### config.mk
export PLATFORM = sky130hd
export DESIGN_NAME = decrypt_function_1
export DESIGN_NICKNAME = d
export VERILOG_FILES = /design/src/rtl/decrypt_function_1.sv
export SDC_FILE = /design/constraint.sdc
export NUM_CORES = 1
export LEC_CHECK = 0
export CORE_ASPECT_RATIO = 0.6
export CORE_UTILIZATION = 40
export CTS_BUF_LIST = sky130_fd_sc_hd__clkbuf_4
export DETAILED_ROUTE_END_ITERATION = 7
export SKIP_LAST_GASP = 1
export SLEW_MARGIN = 20
export SYNTH_ARGS = -nofsm -noshare
export SYNTH_HDL_FRONTEND = slang
export SYNTH_SLANG_ARGS = --single-unit
### constraint.sdc
create_clock -name Clk -period 11.97 [get_ports Clk]
set_input_delay 1.7955 -clock Clk [delete_from_list [all_inputs] [get_ports Clk]]
set_output_delay 1.7955 -clock Clk [all_outputs]
set_load 0.005 [all_outputs]
### src/rtl/decrypt_function_1.sv
// decrypt_function_1: two-stage valid/ready decryption, data_1 = x - mask(rand_11), err on borrow/overflow.
// Optional saturating err_count output is enabled by defining DEC1_ERRCNT_EN.
module decrypt_function_1 #(
  parameter int unsigned CNT_W = 16
) (
  input  logic        Clk,
  input  logic        Rst,
  input  logic        in_valid,
  output logic        in_ready,
  input  logic [77:0] inEnc,
  output logic        out_valid,
  input  logic        out_ready,
  output logic [59:0] data_1,
  output logic [10:0] rand_11,
  output logic [5:0]  rand_6,
  output logic        err,
  output logic        busy
`ifdef DEC1_ERRCNT_EN
  ,output logic [CNT_W-1:0] err_count
`endif
);

  localparam int unsigned X_W    = 61;
  localparam int unsigned R11_W  = 11;
  localparam int unsigned R6_W   = 6;
  localparam int unsigned D_W    = 60;
  localparam int unsigned DIFF_W = 62;

  logic             r_s1_valid;
  logic [X_W-1:0]   r_s1_x;
  logic [R11_W-1:0] r_s1_r11;
  logic [R6_W-1:0]  r_s1_r6;

  logic              w_s2_load;
  logic              w_in_xfer;
  logic [D_W-1:0]    w_b;
  logic [DIFF_W-1:0] w_diff;

  // S2 refills when empty or draining; S1 advances on the same condition
  assign w_s2_load = !out_valid || out_ready;
  assign in_ready  = !Rst && (!r_s1_valid || w_s2_load);
  assign w_in_xfer = in_valid && in_ready;
  assign busy      = r_s1_valid || out_valid;

  // Mask pattern: r, ~r, ~r, r, ~r in 11-bit slices, topped by r[4:0]
  assign w_b    = {r_s1_r11[4:0], ~r_s1_r11, r_s1_r11, ~r_s1_r11, ~r_s1_r11, r_s1_r11};
  assign w_diff = {1'b0, r_s1_x} - {2'b00, w_b};

  always_ff @(posedge Clk or posedge Rst) begin
    if (Rst) begin
      r_s1_valid <= 1'b0;
      r_s1_x     <= '0;
      r_s1_r11   <= '0;
      r_s1_r6    <= '0;
    end else if (w_in_xfer) begin
      r_s1_valid <= 1'b1;
      r_s1_x     <= inEnc[77:17];
      r_s1_r11   <= inEnc[16:6];
      r_s1_r6    <= inEnc[5:0];
    end else if (w_s2_load) begin
      r_s1_valid <= 1'b0;
    end
  end

  always_ff @(posedge Clk or posedge Rst) begin
    if (Rst) begin
      out_valid <= 1'b0;
      data_1    <= '0;
      rand_11   <= '0;
      rand_6    <= '0;
      err       <= 1'b0;
    end else if (w_s2_load) begin
      out_valid <= r_s1_valid;
      if (r_s1_valid) begin
        data_1  <= w_diff[D_W-1:0];
        rand_11 <= r_s1_r11;
        rand_6  <= r_s1_r6;
        err     <= w_diff[DIFF_W-1] | w_diff[DIFF_W-2];
      end
    end
  end

`ifdef DEC1_ERRCNT_EN
  // Counts delivered faulted words, sticking at all-ones
  always_ff @(posedge Clk or posedge Rst) begin
    if (Rst) begin
      err_count <= '0;
    end else if (out_valid && out_ready && err && (err_count != {CNT_W{1'b1}})) begin
      err_count <= err_count + CNT_W'(1);
    end
  end
`endif

endmodule

## After elaboration in Yosys (flattened, before gate mapping)

Cells that the tools add are included.

- $add $sub $neg: 1
- Muxes and demuxes: 2
- Bitwise logic cells: 2
- Reduce and logical (&&, ||, !) cells: 10

Operator list:

| cell | number |
|---|---|
| $sub A61 B60 Y62 | 1 |
| $not A11 Y11 | 1 |
| $logic_not A1 Y1 | 3 |
| $logic_or A1 B1 Y1 | 3 |
| $logic_and A1 B1 Y1 | 2 |
| $mux W1 | 2 |
| $reduce_and A2 Y1 | 1 |
| $reduce_bool A2 Y1 | 1 |
| $or A1 B1 Y1 | 1 |

- Flip-flop bits (word level): 158
- Input port bits: 82
- Output and inout bits: 81
- Word-level logic and storage cells: 24

## Depth between registers and ports, before layout

- Word-level depth: 6
- Depth in mapped cells: 13
- Depth with buffers taken out: 13

## Worst setup path before layout

Ideal clock, no wire load.

- Path kind: input to output
- Start point: in out_ready
- End point: out in_ready
- Arrival time: 2.023 ns
- Data required time: 10.175 ns
- Path slack: 8.152 ns
- Cell stages on the path: 2
- Buffers on the path: 0
- Cell sequence: nor2b_1 a21oi_1

- Longest elaborated chain between the ends: 3

Ends and longest elaborated chain:

| what | line | text |
|---|---|---|
| from (decl) | 12 | `input logic out_ready,` |
| $logic_or A1 B1 Y1 | 40 | `assign w_s2_load = !out_valid \|\| out_ready;` |
| $logic_or A1 B1 Y1 | 41 | `assign in_ready = !Rst && (!r_s1_valid \|\| w_s2_load);` |
| $logic_and A1 B1 Y1 | 41 |  |
| to (decl) | 9 | `output logic in_ready,` |

Every way passes these cells.

## Worst setup path after layout

Ends and elaborated chain as after synthesis.

==> impl_metrics.env <==
export IMPL_drv_slew=0
export IMPL_ant_nets=0
export IMPL_cp_data_required_time_ns=10.17
export IMPL_crit_path_end_kind="output pin"
export IMPL_grt_pass1_vias=7425
export IMPL_grt_first_pass_wirelength_um=43500
export IMPL_route_vias_total=7830
export IMPL_clock_skew_ns=0.0266
export IMPL_synth_area_per_cell_um2=9.54
export IMPL_io_buffers=162
export IMPL_worstHoldPathType="flip-flop to flip-flop"
export IMPL_netlist_area_leader_share_pct=42.4
export IMPL_synth_async_reset_ratio_pct=100
export IMPL_vias_per_cell=5.43
export IMPL_wl_per_cell_um=19.6
export IMPL_max_freq_mhz=195
export IMPL_cp_data_arrival_time_ns=3.34
export IMPL_wl_um=28200
export IMPL_final_util_pct=51.3
export IMPL_synthesis_instances=978
export IMPL_cap_violations=0
export IMPL_dp_hpwl_um=21200
export IMPL_rsz0062_at_grt="no"
export IMPL_start_util_pct=41.6
export IMPL_overflow=0
export IMPL_startpoint_type="input pin"
export IMPL_die_height_um=120
export IMPL_cts_max_level=4
export IMPL_run_status="finished clean"
export IMPL_yosys_top_cells_count="dfrtp_1 (158), nand2_1 (145), o21ai_0 (97)"
export IMPL_synthesis_area_mm2=0.00933
export IMPL_hold_buffers=0
export IMPL_synth_seq_cells=158
export IMPL_grt_max_degree=104
export IMPL_ir_drop_mv=0.0953
export IMPL_ys_seq_area_share_pct=42.4
export IMPL_hold_viol=0
export IMPL_layout_nets=1263
export IMPL_path_clk_slew_ns=0.15
export IMPL_syn_num_nets=1121
export IMPL_tightest_slew_ns=0.962
export IMPL_slew_headroom_pct=35.9
export IMPL_drc_errors=0
export IMPL_ys_warn_count=0
export IMPL_setup_viol=0
export IMPL_yosys_area_top_type="dfrtp_1"
export IMPL_final_setup_tns_ns=0
export IMPL_layout_area_overhead_vs_synth_pct=23.4
export IMPL_critical_path_class="input pin to output pin"
export IMPL_ys_flop_type="dfrtp_1"
export IMPL_cts_root_buf="clkbuf_4"
export IMPL_die_area_mm2=0.0240
export IMPL_drtIter0Drc=540
export IMPL_core_mm2=0.0224
export IMPL_place_gp_congestion=0.936
export IMPL_synth_cell_types=63
export IMPL_antenna_found_initial=1
export IMPL_cts_inserted_buffers=17
export IMPL_num_rows=42
export IMPL_synth_most_common_cell="dfrtp_1"
export IMPL_cts_sinks=158
export IMPL_fin_crit_ns=5.13
export IMPL_cts_resized=0
export IMPL_die_width_um=199
export IMPL_p_leak_nw=4.99
export IMPL_first_pass_iters=5
export IMPL_clock_latency_ns=0.62
export IMPL_path_max_fanout=2
export IMPL_power_density_mw_per_mm2=202
export IMPL_period_share_pct=42.9
export IMPL_synth_edf_count=0
export IMPL_yosys_top_cells_area="dfrtp_1 (42%), mux2_2 (9.4%), ha_1 (8.0%)"
export IMPL_layout_drive_gt1_share_pct=11.1
export IMPL_cts_tree="yes"
export IMPL_cts_setup_buffers=0
export IMPL_grt_usage_pct=24.5
export IMPL_io_pins=163
export IMPL_whs_ns=0.489
export IMPL_clockBufferDepth=2
[power by group]
part	internal, W	switching, W
logic	0.000559	0.000609
registers	0.000694	0.000121
clock network	0.000127	0.000216
[registers in the layout (all words and copies together) (netlist names)]
signal / cells
data_1: 60
err: 1
out_valid: 1
r_s1_r11: 11
r_s1_r6: 6
r_s1_valid: 1
r_s1_x: 61
rand_11: 11
rand_6: 6
[per-stage QoR]
step | cell area (um^2) | total power, W | std cells | setup WS, ns
2_1_floorplan | 9330 | 0.00146 | 978 | 5.91
3_3_place_gp | 11200 | 0.00197 | 1409 | 7.01
3_5_place_dp | 11200 | 0.00198 | 1409 | 7.00
4_1_cts | 11500 | 0.00233 | 1440 | 6.99
5_1_grt | 11500 | 0.00249 | 1440 | 6.78
6_report | 11500 | 0.00233 | 1441 | 6.84
[worst max-delay path: stages]
cell             delay (ns)
clkdlybuf4s50_1        0.47
nor2b_1                0.06
a21oi_1                0.42
clkdlybuf4s50_1        0.59
[kinds of logic after synthesis]
| group | count (synthesis) | synth area share [%] |
|---|---|---|
| muxes | 78 | 9.42 |
| buffers and inverters | 73 | 3.02 |
| DFF | 158 | 42.4 |
| adders and majority gates | 61 | 8.26 |
| AOI/OAI and AO/OA | 291 | 19.3 |
| xor gates and xnor gates | 47 | 4.41 |
| and+or+nand+nor | 270 | 13.2 |
[final cells by class]
type	instances	area (um^2)
antenna	1	2.50
clock buffer	17	128
clock inverter	14	156
fill	2166	10900
inverter	31	121
multi-input combinational	747	5120
sequential	158	3950
tap	308	385
timing repair buffer	165	1640
[final timing paths]
kind / from / endpoint / slack (ns) / cells after the start
worst min-delay path: r_s1_r6[0] / rand_6[0] / 0.49 / 2
worst max-delay path: out_ready / in_ready / 6.84 / 4
worst max register to register: r_s1_r11[1] / err / 7.97 / 11
worst min register to register: r_s1_r6[0] / rand_6[0] / 0.49 / 2
max in group asynchronous: Rst / data_1[50] / 8.99 / 3
min in group asynchronous: Rst / rand_6[5] / 1.72 / 2
[metal layers]
metal,up-vias,share of wire [%],track usage [%]
met5,-,0,0
met4,0,1.2,6.11
met3,25,6.4,5.08
met2,248,39,32.5
met1,3748,53,39.4
li1,3809,-,-
[layout by cell type (no fill, tap or decap), types with 6 or more instances in the layout]
cell type | Yosys | routed
and2_1 | 6 | 6
nor3_1 | 10 | 10
nand2b_1 | 7 | 7
xor2_1 | 20 | 20
o21a_1 | 16 | 16
a21o_1 | 21 | 21
ha_1 | 60 | 60
dfrtp_1 | 158 | 158
clkbuf_4 | 0 | 17
o211ai_1 | 9 | 9
mux2_2 | 78 | 78
nand4_1 | 18 | 18
nor2_1 | 39 | 39
a31oi_1 | 7 | 7
and3_1 | 6 | 6
o21ai_0 | 97 | 97
a211oi_1 | 7 | 7
xnor2_1 | 27 | 27
inv_1 | 31 | 30
a21oi_1 | 74 | 74
or3_1 | 6 | 6
o21bai_1 | 13 | 13
nand2_1 | 145 | 143
clkdlybuf4s50_1 | 0 | 162
nand3_1 | 14 | 14
Power figures use the tool's default switching activity.
